## src/rtl/sync_fifo_ctl_if.sv

```systemverilog
// Bundles the data, handshake and status signals of the single-clock FIFO.
// Latency: none; these are plain wires between producer/consumer and the FIFO.
// Backpressure: the producer must watch full, the consumer must watch empty.
interface sync_fifo_ctl_if #(
    parameter int WIDTH      = 8,
    parameter int DEPTH_LOG2 = 4
);
    logic                  wr;
    logic [WIDTH-1:0]      din;
    logic                  rd;
    logic [WIDTH-1:0]      dout;
    logic                  full;
    logic                  empty;
    logic                  almost_full;
    logic                  almost_empty;
    logic [DEPTH_LOG2:0]   count;
    logic                  overflow;
    logic                  underflow;
    logic                  clr_err;

    // Side that pushes, pops and clears errors.
    modport master (
        output wr, din, rd, clr_err,
        input  dout, full, empty, almost_full, almost_empty, count,
               overflow, underflow
    );

    // The FIFO itself.
    modport slave (
        input  wr, din, rd, clr_err,
        output dout, full, empty, almost_full, almost_empty, count,
               overflow, underflow
    );
endinterface

```

## src/rtl/sync_fifo_ctl.sv

```systemverilog
// Single-clock power-of-two FIFO with fill count, almost thresholds and sticky errors.
// Latency: show-ahead mode shows the word 1 cycle after its write; registered mode 1 cycle after rd.
// Backpressure: writes while full and reads while empty are dropped and flagged.
module sync_fifo_ctl #(
    parameter int WIDTH      = 8,
    parameter int DEPTH_LOG2 = 4,
    parameter int AF_LEVEL   = 12,
    parameter int AE_LEVEL   = 4,
    parameter bit FWFT       = 1'b1
) (
    input  logic           clk,
    input  logic           rst,
    sync_fifo_ctl_if.slave fifo
);
    localparam int DEPTH = 1 << DEPTH_LOG2;
    localparam logic [DEPTH_LOG2:0] DEPTH_C = (DEPTH_LOG2+1)'(DEPTH);
    localparam logic [DEPTH_LOG2:0] AF_C    = (DEPTH_LOG2+1)'(AF_LEVEL);
    localparam logic [DEPTH_LOG2:0] AE_C    = (DEPTH_LOG2+1)'(AE_LEVEL);

    logic [WIDTH-1:0]      mem [DEPTH];
    logic [DEPTH_LOG2:0]   wptr;
    logic [DEPTH_LOG2:0]   rptr;
    logic [DEPTH_LOG2:0]   count_q;
    logic [DEPTH_LOG2:0]   count_next;
    logic                  full_q;
    logic                  empty_q;
    logic                  af_q;
    logic                  ae_q;
    logic                  ovf_q;
    logic                  udf_q;
    logic                  wr_acc;
    logic                  rd_acc;
    logic [WIDTH-1:0]      head_dat;

    // Acceptance uses the registered flags, so a full FIFO with wr&&rd takes only the read.
    always_comb begin
        wr_acc     = fifo.wr && !full_q;
        rd_acc     = fifo.rd && !empty_q;
        count_next = count_q + {{DEPTH_LOG2{1'b0}}, wr_acc} - {{DEPTH_LOG2{1'b0}}, rd_acc};
        head_dat   = mem[rptr[DEPTH_LOG2-1:0]];
    end

    // Pointers, fill count and flags; flags are precomputed from the next count.
    always_ff @(posedge clk) begin
        if (rst) begin
            wptr    <= '0;
            rptr    <= '0;
            count_q <= '0;
            full_q  <= 1'b0;
            empty_q <= 1'b1;
            af_q    <= 1'b0;
            ae_q    <= 1'b1;
        end else begin
            if (wr_acc) wptr <= wptr + 1'b1;
            if (rd_acc) rptr <= rptr + 1'b1;
            count_q <= count_next;
            full_q  <= (count_next == DEPTH_C);
            empty_q <= (count_next == '0);
            af_q    <= (count_next >= AF_C);
            ae_q    <= (count_next <= AE_C);
        end
    end

    // Storage is left untouched by reset; only accepted writes land here.
    always_ff @(posedge clk) begin
        if (!rst && wr_acc) mem[wptr[DEPTH_LOG2-1:0]] <= fifo.din;
    end

    // Sticky error flags; a new error in the same cycle as clr_err keeps the flag set.
    always_ff @(posedge clk) begin
        if (rst) begin
            ovf_q <= 1'b0;
            udf_q <= 1'b0;
        end else begin
            if (fifo.wr && full_q)   ovf_q <= 1'b1;
            else if (fifo.clr_err)   ovf_q <= 1'b0;
            if (fifo.rd && empty_q)  udf_q <= 1'b1;
            else if (fifo.clr_err)   udf_q <= 1'b0;
        end
    end

    generate
        if (FWFT) begin : g_show_ahead
            // Head word is presented directly; blanked to zero while empty.
            always_comb begin
                fifo.dout = empty_q ? '0 : head_dat;
            end
        end else begin : g_registered
            logic [WIDTH-1:0] dout_q;
            // Output register loads the head only on an accepted read, otherwise holds.
            always_ff @(posedge clk) begin
                if (rst)         dout_q <= '0;
                else if (rd_acc) dout_q <= head_dat;
            end
            always_comb begin
                fifo.dout = dout_q;
            end
        end
    endgenerate

    // Status outputs straight from their registers.
    always_comb begin
        fifo.full         = full_q;
        fifo.empty        = empty_q;
        fifo.almost_full  = af_q;
        fifo.almost_empty = ae_q;
        fifo.count        = count_q;
        fifo.overflow     = ovf_q;
        fifo.underflow    = udf_q;
    end
endmodule
```

## src/flat_wrapper.sv

```systemverilog
// flat-port wrapper written by rule: the top's interface ports become plain ports
module sync_fifo_ctl_flat 
#(
    parameter int WIDTH      = 8,
    parameter int DEPTH_LOG2 = 4,
    parameter int AF_LEVEL   = 12,
    parameter int AE_LEVEL   = 4,
    parameter bit FWFT       = 1'b1
)
  (clk, rst, fifo_wr, fifo_din, fifo_rd, fifo_clr_err, fifo_dout, fifo_full, fifo_empty, fifo_almost_full, fifo_almost_empty, fifo_count, fifo_overflow, fifo_underflow);
  sync_fifo_ctl_if #(.WIDTH(WIDTH), .DEPTH_LOG2(DEPTH_LOG2)) fifo_i ();
  input  logic clk;
  input  logic rst;
  input wire logic [$bits(fifo_i.wr)-1:0] fifo_wr;
  input wire logic [$bits(fifo_i.din)-1:0] fifo_din;
  input wire logic [$bits(fifo_i.rd)-1:0] fifo_rd;
  input wire logic [$bits(fifo_i.clr_err)-1:0] fifo_clr_err;
  output wire logic [$bits(fifo_i.dout)-1:0] fifo_dout;
  output wire logic [$bits(fifo_i.full)-1:0] fifo_full;
  output wire logic [$bits(fifo_i.empty)-1:0] fifo_empty;
  output wire logic [$bits(fifo_i.almost_full)-1:0] fifo_almost_full;
  output wire logic [$bits(fifo_i.almost_empty)-1:0] fifo_almost_empty;
  output wire logic [$bits(fifo_i.count)-1:0] fifo_count;
  output wire logic [$bits(fifo_i.overflow)-1:0] fifo_overflow;
  output wire logic [$bits(fifo_i.underflow)-1:0] fifo_underflow;
  assign fifo_i.wr = fifo_wr;
  assign fifo_i.din = fifo_din;
  assign fifo_i.rd = fifo_rd;
  assign fifo_i.clr_err = fifo_clr_err;
  assign fifo_dout = fifo_i.dout;
  assign fifo_full = fifo_i.full;
  assign fifo_empty = fifo_i.empty;
  assign fifo_almost_full = fifo_i.almost_full;
  assign fifo_almost_empty = fifo_i.almost_empty;
  assign fifo_count = fifo_i.count;
  assign fifo_overflow = fifo_i.overflow;
  assign fifo_underflow = fifo_i.underflow;
  sync_fifo_ctl #(.WIDTH(WIDTH), .DEPTH_LOG2(DEPTH_LOG2), .AF_LEVEL(AF_LEVEL), .AE_LEVEL(AE_LEVEL), .FWFT(FWFT)) u_core (.clk(clk), .rst(rst), .fifo(fifo_i));
endmodule
```

## config.mk

```make
export PLATFORM = sky130hd
export DESIGN_NAME = sync_fifo_ctl_flat
export DESIGN_NICKNAME = d
export VERILOG_FILES = /design/src/rtl/sync_fifo_ctl_if.sv /design/src/rtl/sync_fifo_ctl.sv /design/src/flat_wrapper.sv
export SDC_FILE = /design/constraint.sdc
export NUM_CORES = 1
export LEC_CHECK = 0
export ABC_AREA = 1
export CORE_ASPECT_RATIO = 1.1
export CORE_MARGIN = 1
export CORE_UTILIZATION = 60
export DETAILED_ROUTE_END_ITERATION = 6
export PLACE_DENSITY = 0.88
export SLEW_MARGIN = 15
export SYNTH_ARGS = -nofsm -noshare
export SYNTH_HDL_FRONTEND = slang
export SYNTH_SLANG_ARGS = --single-unit
```

## constraint.sdc

```tcl
create_clock -name clk -period 2.8 [get_ports clk]
set_input_delay 0.56 -clock clk [delete_from_list [all_inputs] [get_ports clk]]
set_output_delay 0.56 -clock clk [all_outputs]
set_load 0.02 [all_outputs]
```

* Yosys cells after proc, flatten, opt, wreduce, memory -nomap -nowiden
Memory sizes are Yosys's and may differ from the RTL's. A register that Yosys moved wholly into a read port is not among the register bits. Cells that the tools add are included.
Storage, ports and cells: memory bits (writable) 128, latch bits 0, memories kept 1, flip-flop bits (word level) 21, memory bits (read-only) 0, word-level logic and storage cells 36, output and inout port bits 19, bits of input ports 13
Memory list:
- u_core.mem | words 16, bits a word 8, read ports 1, clocked after memory_dff 1, wr ports 1, RTL line sync_fifo_ctl.sv:20 | logic [WIDTH-1:0] mem [DEPTH];
Operators by class: reduce and logical (&&, ||, !) cells 11, divide/modulo/power cells 0, muxes and demuxes 8, shift-type cells 0, $mul 0, $lt $le $gt $ge 2, equal/unequal tests 1, bitwise gates (word level) 0, add/subtract/negate cells 4
Operator list (number):
- 5-bit by 1-bit adder with 5-bit output, second input constant | 2
- 4-bit two-way mux | 2
- 8-bit two-way mux | 1
- 5-bit by 1-bit adder with 5-bit output | 1
- 5-bit == test, second input constant | 1
- 5-bit by 4-bit >= comparator with 1-bit output, second input constant | 1
- 5-bit by 3-bit less-or-equal comparator with 1-bit output, second input constant | 1
- 1-bit logical AND | 5
- 5-bit zero test | 1
- 1-bit two-way mux | 5
- 5-bit by 1-bit subtractor with 5-bit output | 1
- 2-bit nonzero test | 2
- 1-bit zero test | 3

* Longest topological paths before layout
Gate-level depths: netlist of run 1.
word-level depth 5, mapped depth 14, depth with buffers taken out 14

* Worst setup path after synthesis of run 1
Ideal clock, no wire load.
path kind register to register, from reg u_core.empty_q (netlist: u_core.fifo.empty), to reg u_core.ae_q (netlist: u_core.fifo.almost_empty), period minus slack after synthesis 2263 ps, cell stages (with the launch flop) 14, arrival time 2138 ps, buffers on the path 1, setup slack 537 ps, required time 2675 ps, setup time 125 ps, path through dfxtp_1 -> buf_6 -> or2_4 -> inv_1 -> ha_1 -> inv_1 -> ha_1 -> fa_1 -> nand2_1 -> a21oi_1 -> o21bai_1 -> nand2_1 -> nand3_1 -> nand2_1
On the way: longest elaborated chain between the ends 4
Ends and longest elaborated chain:
- start, declared | RTL line sync_fifo_ctl.sv:26 | logic empty_q;
- start signal, assigned | RTL line sync_fifo_ctl.sv:58 | empty_q <= (count_next == '0);
- 1-bit zero test | RTL line sync_fifo_ctl.sv:38 | rd_acc = fifo.rd && !empty_q;
- 1-bit logical AND | RTL line sync_fifo_ctl.sv:38
- via u_core.rd_acc | RTL line sync_fifo_ctl.sv:32 | logic rd_acc;
- 5-bit by 1-bit subtractor with 5-bit output | RTL line sync_fifo_ctl.sv:39 | count_next = count_q + {{DEPTH_LOG2{1'b0}}, wr_acc} - {{DEPTH_LOG2{1'b0}}, rd_acc};
- 5-bit by 3-bit less-or-equal comparator with 1-bit output | RTL line sync_fifo_ctl.sv:60 | ae_q <= (count_next <= AE_C);
- end signal, assigned | RTL line sync_fifo_ctl.sv:60
- end, declared | RTL line sync_fifo_ctl.sv:28 | logic ae_q;
The timed path passes the listed nets, and every way through them passes these cells. A chain may end at the register's enable or synchronous reset.

==> impl_metrics.env, run 1 <==
export IMPL_status="finished, final reports clean"
export IMPL_globalRouteMet2Util=0.5065
export IMPL_power_leakage_nw=3.312
export IMPL_numPortBuffers=31
export IMPL_largest_fanout_on_the_critical_path=34
export IMPL_ys_warn_count=0
export IMPL_grt_busiest_layer="met2"
export IMPL_clock_sinks=151
export IMPL_placed_cells=831
export IMPL_grt_pass1_wl_um=24760
export IMPL_synth_mux_area_fraction=0
export IMPL_aggregate_negative_setup_slack_ns=0
export IMPL_maxSlewHeadroom=0.5210
export IMPL_placementRows=39
export IMPL_synth_fp_nets=677
export IMPL_cts_root_buf="sky130_fd_sc_hd__clkbuf_16"
export IMPL_hold_ws_ns=0.4694
export IMPL_vias_per_cell=5.739
export IMPL_synth_compound_area_frac=0.01478
export IMPL_timing_setup_critical_path_class="register to output port"
export IMPL_tritoncts="yes"
export IMPL_antenna_found_initial=0
export IMPL_finalMaxSlewViolations=0
export IMPL_floorplan_die_area_sq_um=11430
export IMPL_synth_seq_cells=151
export IMPL_power_per_cell_area_nw_per_um2=826.6
export IMPL_yosys_area_share_simple=0.2188
export IMPL_resize_count_post_cts=11
export IMPL_core_area_sq_um=10540
export IMPL_end_kind="output port"
export IMPL_worstPathRequired_ns=2.24
export IMPL_hpwlAfterDp_um=9742
export IMPL_synthDistinctLibCells=24
export IMPL_antennaDiodeCount=0
export IMPL_summed_area_of_non_filler_cells_in_the_final_layout_sq_um=7766
export IMPL_globalRouteMet3Util=0.07908
export IMPL_grt_pass1_vias=4933
export IMPL_ant_nets=0
export IMPL_worst_skew_pair_late_latency_ns=0.42
export IMPL_finalSetupViolations=0
export IMPL_drtPass1Iterations=6
export IMPL_routed_via_count=4953
export IMPL_die_height_um=112.0
export IMPL_fin_cells=863
export IMPL_drt_initial_drc_count=546
export IMPL_drc=0
export IMPL_drive_gt1_frac=0.09028
export IMPL_place_congestion=0.8887
export IMPL_grt_start_max_net_pins=35
export IMPL_yosys_area_share_adder=0.02198
export IMPL_globalRouteMet1Util=0.3503
export IMPL_ys_seq_area_frac=0.6518
export IMPL_avg_wl_per_cell_um=18.49
export IMPL_cp_data_arrival_time_ns=2.13
export IMPL_cts_buffers_inserted=17
export IMPL_nets=731
export IMPL_clock_tree_buffer_depth=2
export IMPL_cts_htree_levels=4
export IMPL_post_cts_hold_buffer_count=0
export IMPL_cap_viol_max_count=0
export IMPL_fmax_mhz=371.3
export IMPL_area_growth_pct=17.60
export IMPL_synth_cells=653
export IMPL_design_portCount=32
export IMPL_detail_route_wirelength_um=15960
export IMPL_dpl_instance_area_sq_um=7113
export IMPL_die_x_um=102.0
export IMPL_total_power_mw=6.419
export IMPL_startpoint_type="register"
export IMPL_global_route_usage_total=0.2972
export IMPL_hold_violations=0
export IMPL_worst_slew_pin_transition_ns=0.7162
export IMPL_final_min_clock_period_ns=2.693
export IMPL_hold_class="register to register"
export IMPL_overflow=0
export IMPL_rsz_0062_raised_after_global_routing="no"
export IMPL_average_size_of_a_mapped_cell_sq_um=10.11
export IMPL_synth_top_family_by_area="simple AND/OR/NAND/NOR gates"
export IMPL_initial_utilization=0.6265
export IMPL_postCtsSetupBuffers=0
export IMPL_synth_area_sq_um=6604
export IMPL_final_critical_path_share_of_the_clock_period=0.9618
export IMPL_timing_clock_skew_ns=0.006408
export IMPL_maximum_vdd_drop_v=0.0007096
export IMPL_worst_setup_hold_path_clk_slew_ns=0.05
export IMPL_synth_xor_area_share=0.005305
-- cell type report --
cell class | count | area, sq um
fillers | 660 | 2774
well taps | 143 | 178.9
clock buffers | 23 | 457.9
flip-flops and latches | 151 | 4307
inverters | 90 | 337.8
multi-input cells | 385 | 1723
clock inverters | 9 | 198.9
repair buffers | 62 | 563.0
-- cells in the mapped netlist (all sizes together) --
master / number / area, sq um
or2: 1 / 8.760
nand2: 220 / 825.8
o21ai: 2 / 10.01
xor2: 3 / 26.28
nor2: 38 / 150.1
buf: 21 / 176.4
nand3: 90 / 450.4
fa: 1 / 20.02
inv: 90 / 337.8
edfxtp: 128 / 3844
o21bai: 1 / 7.510
nor3: 2 / 10.01
dfxtp: 23 / 460.4
ha: 10 / 125.1
clkbuf: 6 / 62.56
a21oi: 16 / 80.08
xnor2: 1 / 8.760
-- stage by stage --
step                      utilization  worst slack [ns]
final                          0.7368            0.1070
after global routing           0.7368          0.001631
after CTS                      0.7371            0.1044
after detailed placement       0.6749          -0.07779
after global placement         0.6749           0.04772
after floorplan                     -            0.5369
-- cell usage in the layout (no fill, tap or decap), drive strengths merged, types with 10 or more instances in the layout --
master         Yosys  layout
clkdlybuf4s50      0      23
edfxtp           128     128
a21oi             16      16
nand3             90      90
inv               90      90
dfxtp             23      23
nor2              38      38
nand2            220     220
clkbuf             6      24
buf               21      31
ha                10      10
-- worst max-delay path: stages, from the launching register on --
cell,delay (ns)
sky130_fd_sc_hd__dfxtp_2,0.35
sky130_fd_sc_hd__inv_2,0.15
sky130_fd_sc_hd__buf_12,0.22
sky130_fd_sc_hd__nand2_1,0.11
sky130_fd_sc_hd__nand2_1,0.09
sky130_fd_sc_hd__nand2_1,0.07
sky130_fd_sc_hd__nand3_1,0.08
sky130_fd_sc_hd__nand3_1,0.08
sky130_fd_sc_hd__a21oi_1,0.18
sky130_fd_sc_hd__dlygate4sd2_1,0.37
-- cells by family (layout without fill, tap and decap cells) --
family / Yosys count / in the layout
XOR/XNOR: 4 / 4
buffers and inverters: 117 / 184
adder cells (fa/ha/maj): 11 / 11
AND/OR/NAND/NOR: 351 / 351
AO/OA/AOI/OAI: 19 / 19
flip-flops: 151 / 151
-- path summary, 6_finish.rpt --
check | startpoint | end | slack, ns | cells after the start
setup / recovery | register | fifo_dout[5] | 0.11 | 9
hold / removal | u_core.fifo.underflow | u_core.fifo.underflow | 0.47 | 2
setup reg to reg | u_core.fifo.empty | u_core.fifo.full | 0.64 | 11
hold reg to reg | u_core.fifo.underflow | u_core.fifo.underflow | 0.47 | 2
-- registers in the layout (all words and copies together), names as in the netlist, named ones only --
register                  count
u_core.fifo.full              1
u_core.fifo.overflow          1
u_core.fifo.almost_full       1
u_core.mem                  128
u_core.rptr                   4
u_core.fifo.almost_empty      1
u_core.wptr                   4
u_core.fifo.underflow         1
u_core.fifo.empty             1
u_core.fifo.count             5
-- power by group --
| part | switching, mW | internal, mW | leakage (nW) |
|---|---|---|---|
| clock network | 0.843 | 1.69 | 0.319 |
| logic | 0.824 | 0.453 | 1.65 |
| registers | 0.0679 | 2.54 | 1.34 |
| total | 1.73 | 4.68 | 3.31 |
-- per-layer routing --
layer,part of all wire,wire (um),up-vias
met5,0,0,-
met3,0.095,1515,58
met1,0.35,5647,2348
li1,-,-,2220
met4,0.033,525,0
met2,0.52,8266,327
No activity file was read; power rests on OpenSTA's default activity.
==> run 2, diff against run 1 <==
--- a/config.mk
+++ b/config.mk
@@ -10,7 +10,7 @@
 export CORE_MARGIN = 1
 export CORE_UTILIZATION = 60
 export DETAILED_ROUTE_END_ITERATION = 6
-export PLACE_DENSITY = 0.88
+export PLACE_DENSITY = 0.76
 export SLEW_MARGIN = 15
 export SYNTH_ARGS = -nofsm -noshare
 export SYNTH_HDL_FRONTEND = slang
==> run 2 against run 1 <==
Compared with the run above:
- cell count did not move
- critical endpoint is now fifo_dout[3]
- non-clock buffer count did not move
- critical path type unchanged
- combinational power barely moved
- clock power fell by 18%
- first-iteration DRC count fell by 23%
- clock skew barely moved
==> impl_metrics.env, run 2 (same netlist as run 1, synthesis figures left out) <==
export IMPL_overflow=0
export IMPL_worstReg2RegEnd="u_core.fifo.almost_full"
export IMPL_post_cts_hold_buffer_count=0
export IMPL_worstPathRequired_ns=2.24
export IMPL_nets=731
export IMPL_routed_via_count=4632
export IMPL_drt_initial_drc_count=420
export IMPL_worst_setup_hold_path_clk_slew_ns=0.06
export IMPL_core_area_sq_um=10540
export IMPL_placementRows=39
export IMPL_largest_fanout_on_the_critical_path=32
export IMPL_tritoncts="yes"
export IMPL_numPortBuffers=31
export IMPL_crit_end="fifo_dout[3]"
export IMPL_wl_met1_um=5681
export IMPL_antenna_found_initial=0
export IMPL_detail_route_wirelength_um=13840
export IMPL_area_growth_pct=16.43
export IMPL_clock_tree_buffer_depth=2
export IMPL_finalSetupViolations=0
export IMPL_fmax_mhz=381.8
export IMPL_status="finished, final reports clean"
export IMPL_startpoint_type="register"
export IMPL_power_leakage_nw=3.309
export IMPL_final_common_cell="sky130_fd_sc_hd__nand2_1"
export IMPL_initial_utilization=0.6265
export IMPL_final_critical_path_share_of_the_clock_period=0.9355
export IMPL_maxSlewHeadroom=0.5729
export IMPL_placed_cells=831
export IMPL_ant_nets=0
export IMPL_met2_length_um=6979
export IMPL_antennaDiodeCount=0
export IMPL_avg_wl_per_cell_um=16.04
export IMPL_rsz_0062_raised_after_global_routing="no"
export IMPL_cts_buffers_inserted=17
export IMPL_layout_common_cells="220 x sky130_fd_sc_hd__nand2_1, 128 x sky130_fd_sc_hd__edfxtp_1, 90 x sky130_fd_sc_hd__nand3_1"
export IMPL_cp_data_arrival_time_ns=2.06
export IMPL_design_portCount=32
export IMPL_summed_area_of_non_filler_cells_in_the_final_layout_sq_um=7689
export IMPL_finalMaxSlewViolations=0
export IMPL_die_x_um=102.0
export IMPL_grt_pass1_wl_um=22390
export IMPL_drc=0
export IMPL_hpwlAfterDp_um=8894
export IMPL_timing_setup_critical_path_class="register to output port"
export IMPL_place_congestion=0.8346
export IMPL_final_min_clock_period_ns=2.620
export IMPL_drtPass1Iterations=5
export IMPL_fill_cells=759
export IMPL_flip_flop_count_of_the_largest_register_all_copies_and_words_added=128
export IMPL_worst_skew_pair_late_latency_ns=0.41
export IMPL_worst_r2r_path_depth=12
export IMPL_setup_reg_to_reg_worst_slack_ns=0.68
export IMPL_clock_sinks=151
export IMPL_global_route_usage_total=0.2681
export IMPL_critical_path_reg2reg_startpoint="u_core.fifo.empty"
export IMPL_cts_root_buf="sky130_fd_sc_hd__clkbuf_16"
export IMPL_cts_htree_levels=4
export IMPL_die_height_um=112.0
export IMPL_grt_pass1_vias=4612
export IMPL_routed_wl_met3_um=787
export IMPL_timing_clock_skew_ns=0.006176
export IMPL_hold_violations=0
export IMPL_worst_slew_pin_transition_ns=0.6387
export IMPL_fin_cells=863
export IMPL_dpl_instance_area_sq_um=7138
export IMPL_top_routing_layer_in_use="met4"
export IMPL_cap_viol_max_count=0
export IMPL_power_per_cell_area_nw_per_um2=774.3
export IMPL_floorplan_die_area_sq_um=11430
export IMPL_end_kind="output port"
export IMPL_hold_class="register to register"
export IMPL_vias_per_cell=5.367
export IMPL_grt_start_max_net_pins=41
export IMPL_maximum_vdd_drop_v=0.0005727
export IMPL_drive_gt1_frac=0.09167
run 2: changes by cell type in the layout (fill, tap and decap cells not counted), moves of 2 or more:
cell	previous run	this run
sky130_fd_sc_hd__buf_12	2	4
sky130_fd_sc_hd__clkinv_2	2	7
sky130_fd_sc_hd__dlymetal6s2s_1	0	3
sky130_fd_sc_hd__bufinv_16	6	1
sky130_fd_sc_hd__clkbuf_1	5	3
sky130_fd_sc_hd__clkinvlp_4	0	2
run 2: worst min path at each step:
stage,slack [ns],cells after the start,end,from
floorplan,0.46,2,register,u_core.rptr[2]
global placement,0.45,2,u_core.fifo.underflow,u_core.fifo.underflow
detailed placement,0.46,2,u_core.fifo.overflow,u_core.fifo.overflow
CTS,0.47,2,u_core.fifo.overflow,u_core.fifo.overflow
global route,0.49,2,u_core.fifo.underflow,u_core.fifo.underflow
finish,0.47,2,u_core.fifo.underflow,u_core.fifo.underflow
run 2: area by class of cell:
cell class	instances	area, sq um	area share
clock buffer	22	464.2	0.06037
multi-input combinational	385	1723	0.2241
timing repair buffer	62	598.1	0.07779
clock inverter	10	80.08	0.01041
inverter	90	337.8	0.04394
sequential	151	4307	0.5601
tap	143	178.9	0.02327
run 2: what timing repair did:
action                     in CTS  in global routing
resized for setup               7                  3
buffers inserted                0                  0
setup endpoints to repair       6                  3
run 2: routing by layer:
metal	global-route usage	up-vias
met2	0.4470	177
li1	-	2222
met1	0.3374	2194
met4	0.1200	0
met3	0.05355	39
met5	0	-
run 2: where the power goes:
part	total, mW	internal (mW)	switching (mW)
Clock	2.08	1.26	0.826
Combinational	1.27	0.472	0.800
Sequential	2.60	2.54	0.0618
run 2: metrics by stage:
stage	utilization	setup slack, ns	total power [mW]	TNS (ns)	hold WS (ns)
finish	0.7295	0.1805	5.953	0	0.4686
global route	0.7295	0.06767	6.215	0	0.4860
global placement	0.6772	0.03900	3.859	0	0.4519
CTS	0.7288	0.01621	5.972	0	0.4723
floorplan	-	0.5369	3.498	0	0.4566
detailed placement	0.6772	-0.06725	3.909	-0.2224	0.4608
run 2: critical path, cell delays in order (launching register included):
cell                            delay [ns]
sky130_fd_sc_hd__dfxtp_2              0.35
sky130_fd_sc_hd__inv_2                0.10
sky130_fd_sc_hd__buf_12               0.19
sky130_fd_sc_hd__nand2_1              0.08
sky130_fd_sc_hd__nand2_1              0.07
sky130_fd_sc_hd__nand2_1              0.05
sky130_fd_sc_hd__nand3_1              0.08
sky130_fd_sc_hd__nand3_1              0.08
sky130_fd_sc_hd__a21oi_1              0.27
sky130_fd_sc_hd__dlygate4sd2_1        0.37
==> run 3, diff against run 2 <==
--- a/config.mk
+++ b/config.mk
@@ -6,12 +6,11 @@
 export NUM_CORES = 1
 export LEC_CHECK = 0
 export ABC_AREA = 1
-export CORE_ASPECT_RATIO = 1.1
 export CORE_MARGIN = 1
 export CORE_UTILIZATION = 60
 export DETAILED_ROUTE_END_ITERATION = 6
 export PLACE_DENSITY = 0.76
-export SLEW_MARGIN = 15
+export SLEW_MARGIN = 20
 export SYNTH_ARGS = -nofsm -noshare
 export SYNTH_HDL_FRONTEND = slang
 export SYNTH_SLANG_ARGS = --single-unit
==> run 3 against run 2 <==
Compared with the run above:
- maximum frequency shrank 2.1%
- die area is essentially flat
- register-to-register slack lost 0.05 ns
- sequential share of layout area shrank 0.13 points
- worst setup slack lost 0.057 ns
- count of clock-buffer cells in the layout shrank 4
- critical path depth is the same
- largest cell class unchanged
==> impl_metrics.env, run 3 (same netlist as run 1, synthesis figures left out) <==
export IMPL_end_kind="output port"
export IMPL_setup_reg_to_reg_worst_slack_ns=0.63
export IMPL_maxSlewHeadroom=0.4924
export IMPL_detail_route_wirelength_um=14930
export IMPL_placementRows=37
export IMPL_pwr_share_clk=0.379
export IMPL_nets=729
export IMPL_combinational_share_of_power=0.206
export IMPL_flip_flop_count_of_the_largest_register_all_copies_and_words_added=128
export IMPL_cts_root_buf="sky130_fd_sc_hd__clkbuf_8"
export IMPL_hold_class="register to register"
export IMPL_worst_slew_pin_transition_ns=0.7590
export IMPL_area_growth_pct=16.67
export IMPL_global_route_usage_total=0.2837
export IMPL_multiInputGateArea_sq_um=1723
export IMPL_power_per_cell_area_nw_per_um2=811.4
export IMPL_numPortBuffers=31
export IMPL_fill_cells=714
export IMPL_status="finished, final reports clean"
export IMPL_cts_buffers_inserted=17
export IMPL_place_congestion=0.8135
export IMPL_aggregate_negative_setup_slack_ns=0
export IMPL_fin_util=0.7332
export IMPL_sw_share=0.2884
export IMPL_startpoint_type="register"
export IMPL_antenna_found_initial=0
export IMPL_worstReg2RegEnd="u_core.fifo.full"
export IMPL_initial_utilization=0.6284
export IMPL_floorplan_die_area_sq_um=11430
export IMPL_critical_path_reg2reg_startpoint="u_core.fifo.empty"
export IMPL_overflow=0
export IMPL_timing_clock_skew_ns=0.01103
export IMPL_drc=0
export IMPL_grt_pass1_vias=4684
export IMPL_hpwlAfterDp_um=9280
export IMPL_drtPass1Iterations=6
export IMPL_maximum_vdd_drop_v=0.0007111
export IMPL_drt_initial_drc_count=529
export IMPL_hold_violations=0
export IMPL_fmax_mhz=373.6
export IMPL_design_portCount=32
export IMPL_worst_setup_hold_path_clk_slew_ns=0.06
export IMPL_worst_skew_pair_late_latency_ns=0.53
export IMPL_avg_wl_per_cell_um=17.48
export IMPL_hold_path_endpoint="u_core.fifo.overflow"
export IMPL_placed_cells=822
export IMPL_power_leakage_nw=3.269
export IMPL_tritoncts="yes"
export IMPL_die_height_um=106.9
export IMPL_timing_setup_critical_path_class="register to output port"
export IMPL_finalMaxSlewViolations=0
export IMPL_clock_sinks=151
export IMPL_worstPathRequired_ns=2.24
export IMPL_finalSetupViolations=0
export IMPL_clock_tree_buffer_depth=2
export IMPL_final_common_cell="sky130_fd_sc_hd__nand2_1"
export IMPL_antennaDiodeCount=0
export IMPL_drive_gt1_frac=0.09610
export IMPL_grt_pass1_wl_um=23760
export IMPL_largest_fanout_on_the_critical_path=34
export IMPL_total_power_mw=6.252
export IMPL_post_place_setup_slack_ns=-0.08981
export IMPL_rsz_0062_raised_after_global_routing="no"
export IMPL_cts_htree_levels=4
export IMPL_hold_path_startpoint="u_core.fifo.overflow"
export IMPL_fin_cells=854
export IMPL_final_critical_path_share_of_the_clock_period=0.9560
export IMPL_cell_internal_pwr_mw=4.448
export IMPL_core_area_sq_um=10510
export IMPL_cap_viol_max_count=0
export IMPL_cp_data_arrival_time_ns=2.12
export IMPL_routed_via_count=4705
export IMPL_hold_path_cell_count=2
export IMPL_vias_per_cell=5.509
export IMPL_final_min_clock_period_ns=2.677
export IMPL_switching_power_of_the_nets_mw=1.803
export IMPL_grt_start_max_net_pins=38
export IMPL_worst_r2r_path_depth=11
export IMPL_area_sequential_sq_um=4305
export IMPL_worst_slack_ns=0.1233
export IMPL_ant_nets=0
export IMPL_die_x_um=106.9
export IMPL_flop_pwr_share=0.415
export IMPL_layout_common_cells="220 x sky130_fd_sc_hd__nand2_1, 128 x sky130_fd_sc_hd__edfxtp_1, 90 x sky130_fd_sc_hd__nand3_1"
-- run 3: per-layer routing --
layer / global-route usage / up-vias / share of wire
li1: - / 2218 / -
met1: 0.3696 / 2178 / 0.39
met2: 0.4525 / 273 / 0.48
met3: 0.06809 / 36 / 0.096
met4: 0.1301 / 0 / 0.027
met5: 0 / - / 0
-- run 3: what timing repair did --
action                                  in CTS  in global routing
cloned                                       0                  0
setup buffers                                0                  0
hold buffers                                 0                  0
endpoints found under the setup margin       8                  5
gates resized for setup                      9                 10
-- run 3: per-stage QoR --
stage / instance area [sq um] / hold WS (ns)
2_1_floorplan: 6604 / 0.4566
3_3_place_gp: 7114 / 0.4458
3_5_place_dp: 7114 / 0.4589
4_1_cts: 7724 / 0.4696
5_1_grt: 7705 / 0.5056
6_report: 7705 / 0.4632
-- run 3: worst max-delay path by stage --
stage	end	slack, ns	cells after the start	from
3_3_place_gp	u_core.fifo.almost_empty	0.03	14	fifo_rd
6_report	fifo_dout[4]	0.12	9	register
3_5_place_dp	u_core.fifo.empty	-0.09	14	fifo_rd
4_1_cts	fifo_dout[3]	0.007	9	register
5_1_grt	fifo_dout[2]	0.02	9	register
2_1_floorplan	u_core.fifo.almost_empty	0.54	13	u_core.fifo.empty
-- run 3: area by class of cell --
| type | instances | share of cell area |
|---|---|---|
| Clock buffer | 18 | 0.05424 |
| Timing Repair Buffer | 60 | 0.07178 |
| Tap cell | 136 | 0.02209 |
| Clock inverter | 14 | 0.02566 |
| Sequential cell | 151 | 0.5588 |
| Multi-Input combinational cell | 385 | 0.2236 |
| Inverter | 90 | 0.04385 |
-- run 3: power groups by stage --
stage          logic (mW)  clock network (mW)  registers, mW
2_1_floorplan       0.802                   0           2.70
3_3_place_gp         1.23                   0           2.64
3_5_place_dp         1.28                   0           2.64
4_1_cts              1.28                2.38           2.60
5_1_grt              1.41                2.47           2.61
6_report             1.29                2.37           2.60
-- run 3: critical path, stage by stage (launching register included) --
cell,delay (ns)
sky130_fd_sc_hd__dfxtp_2,0.35
sky130_fd_sc_hd__inv_2,0.10
sky130_fd_sc_hd__buf_12,0.21
sky130_fd_sc_hd__nand2_1,0.07
sky130_fd_sc_hd__nand2_1,0.07
sky130_fd_sc_hd__nand2_1,0.06
sky130_fd_sc_hd__nand3_1,0.10
sky130_fd_sc_hd__nand3_1,0.13
sky130_fd_sc_hd__a21oi_1,0.15
sky130_fd_sc_hd__dlygate4sd2_1,0.36
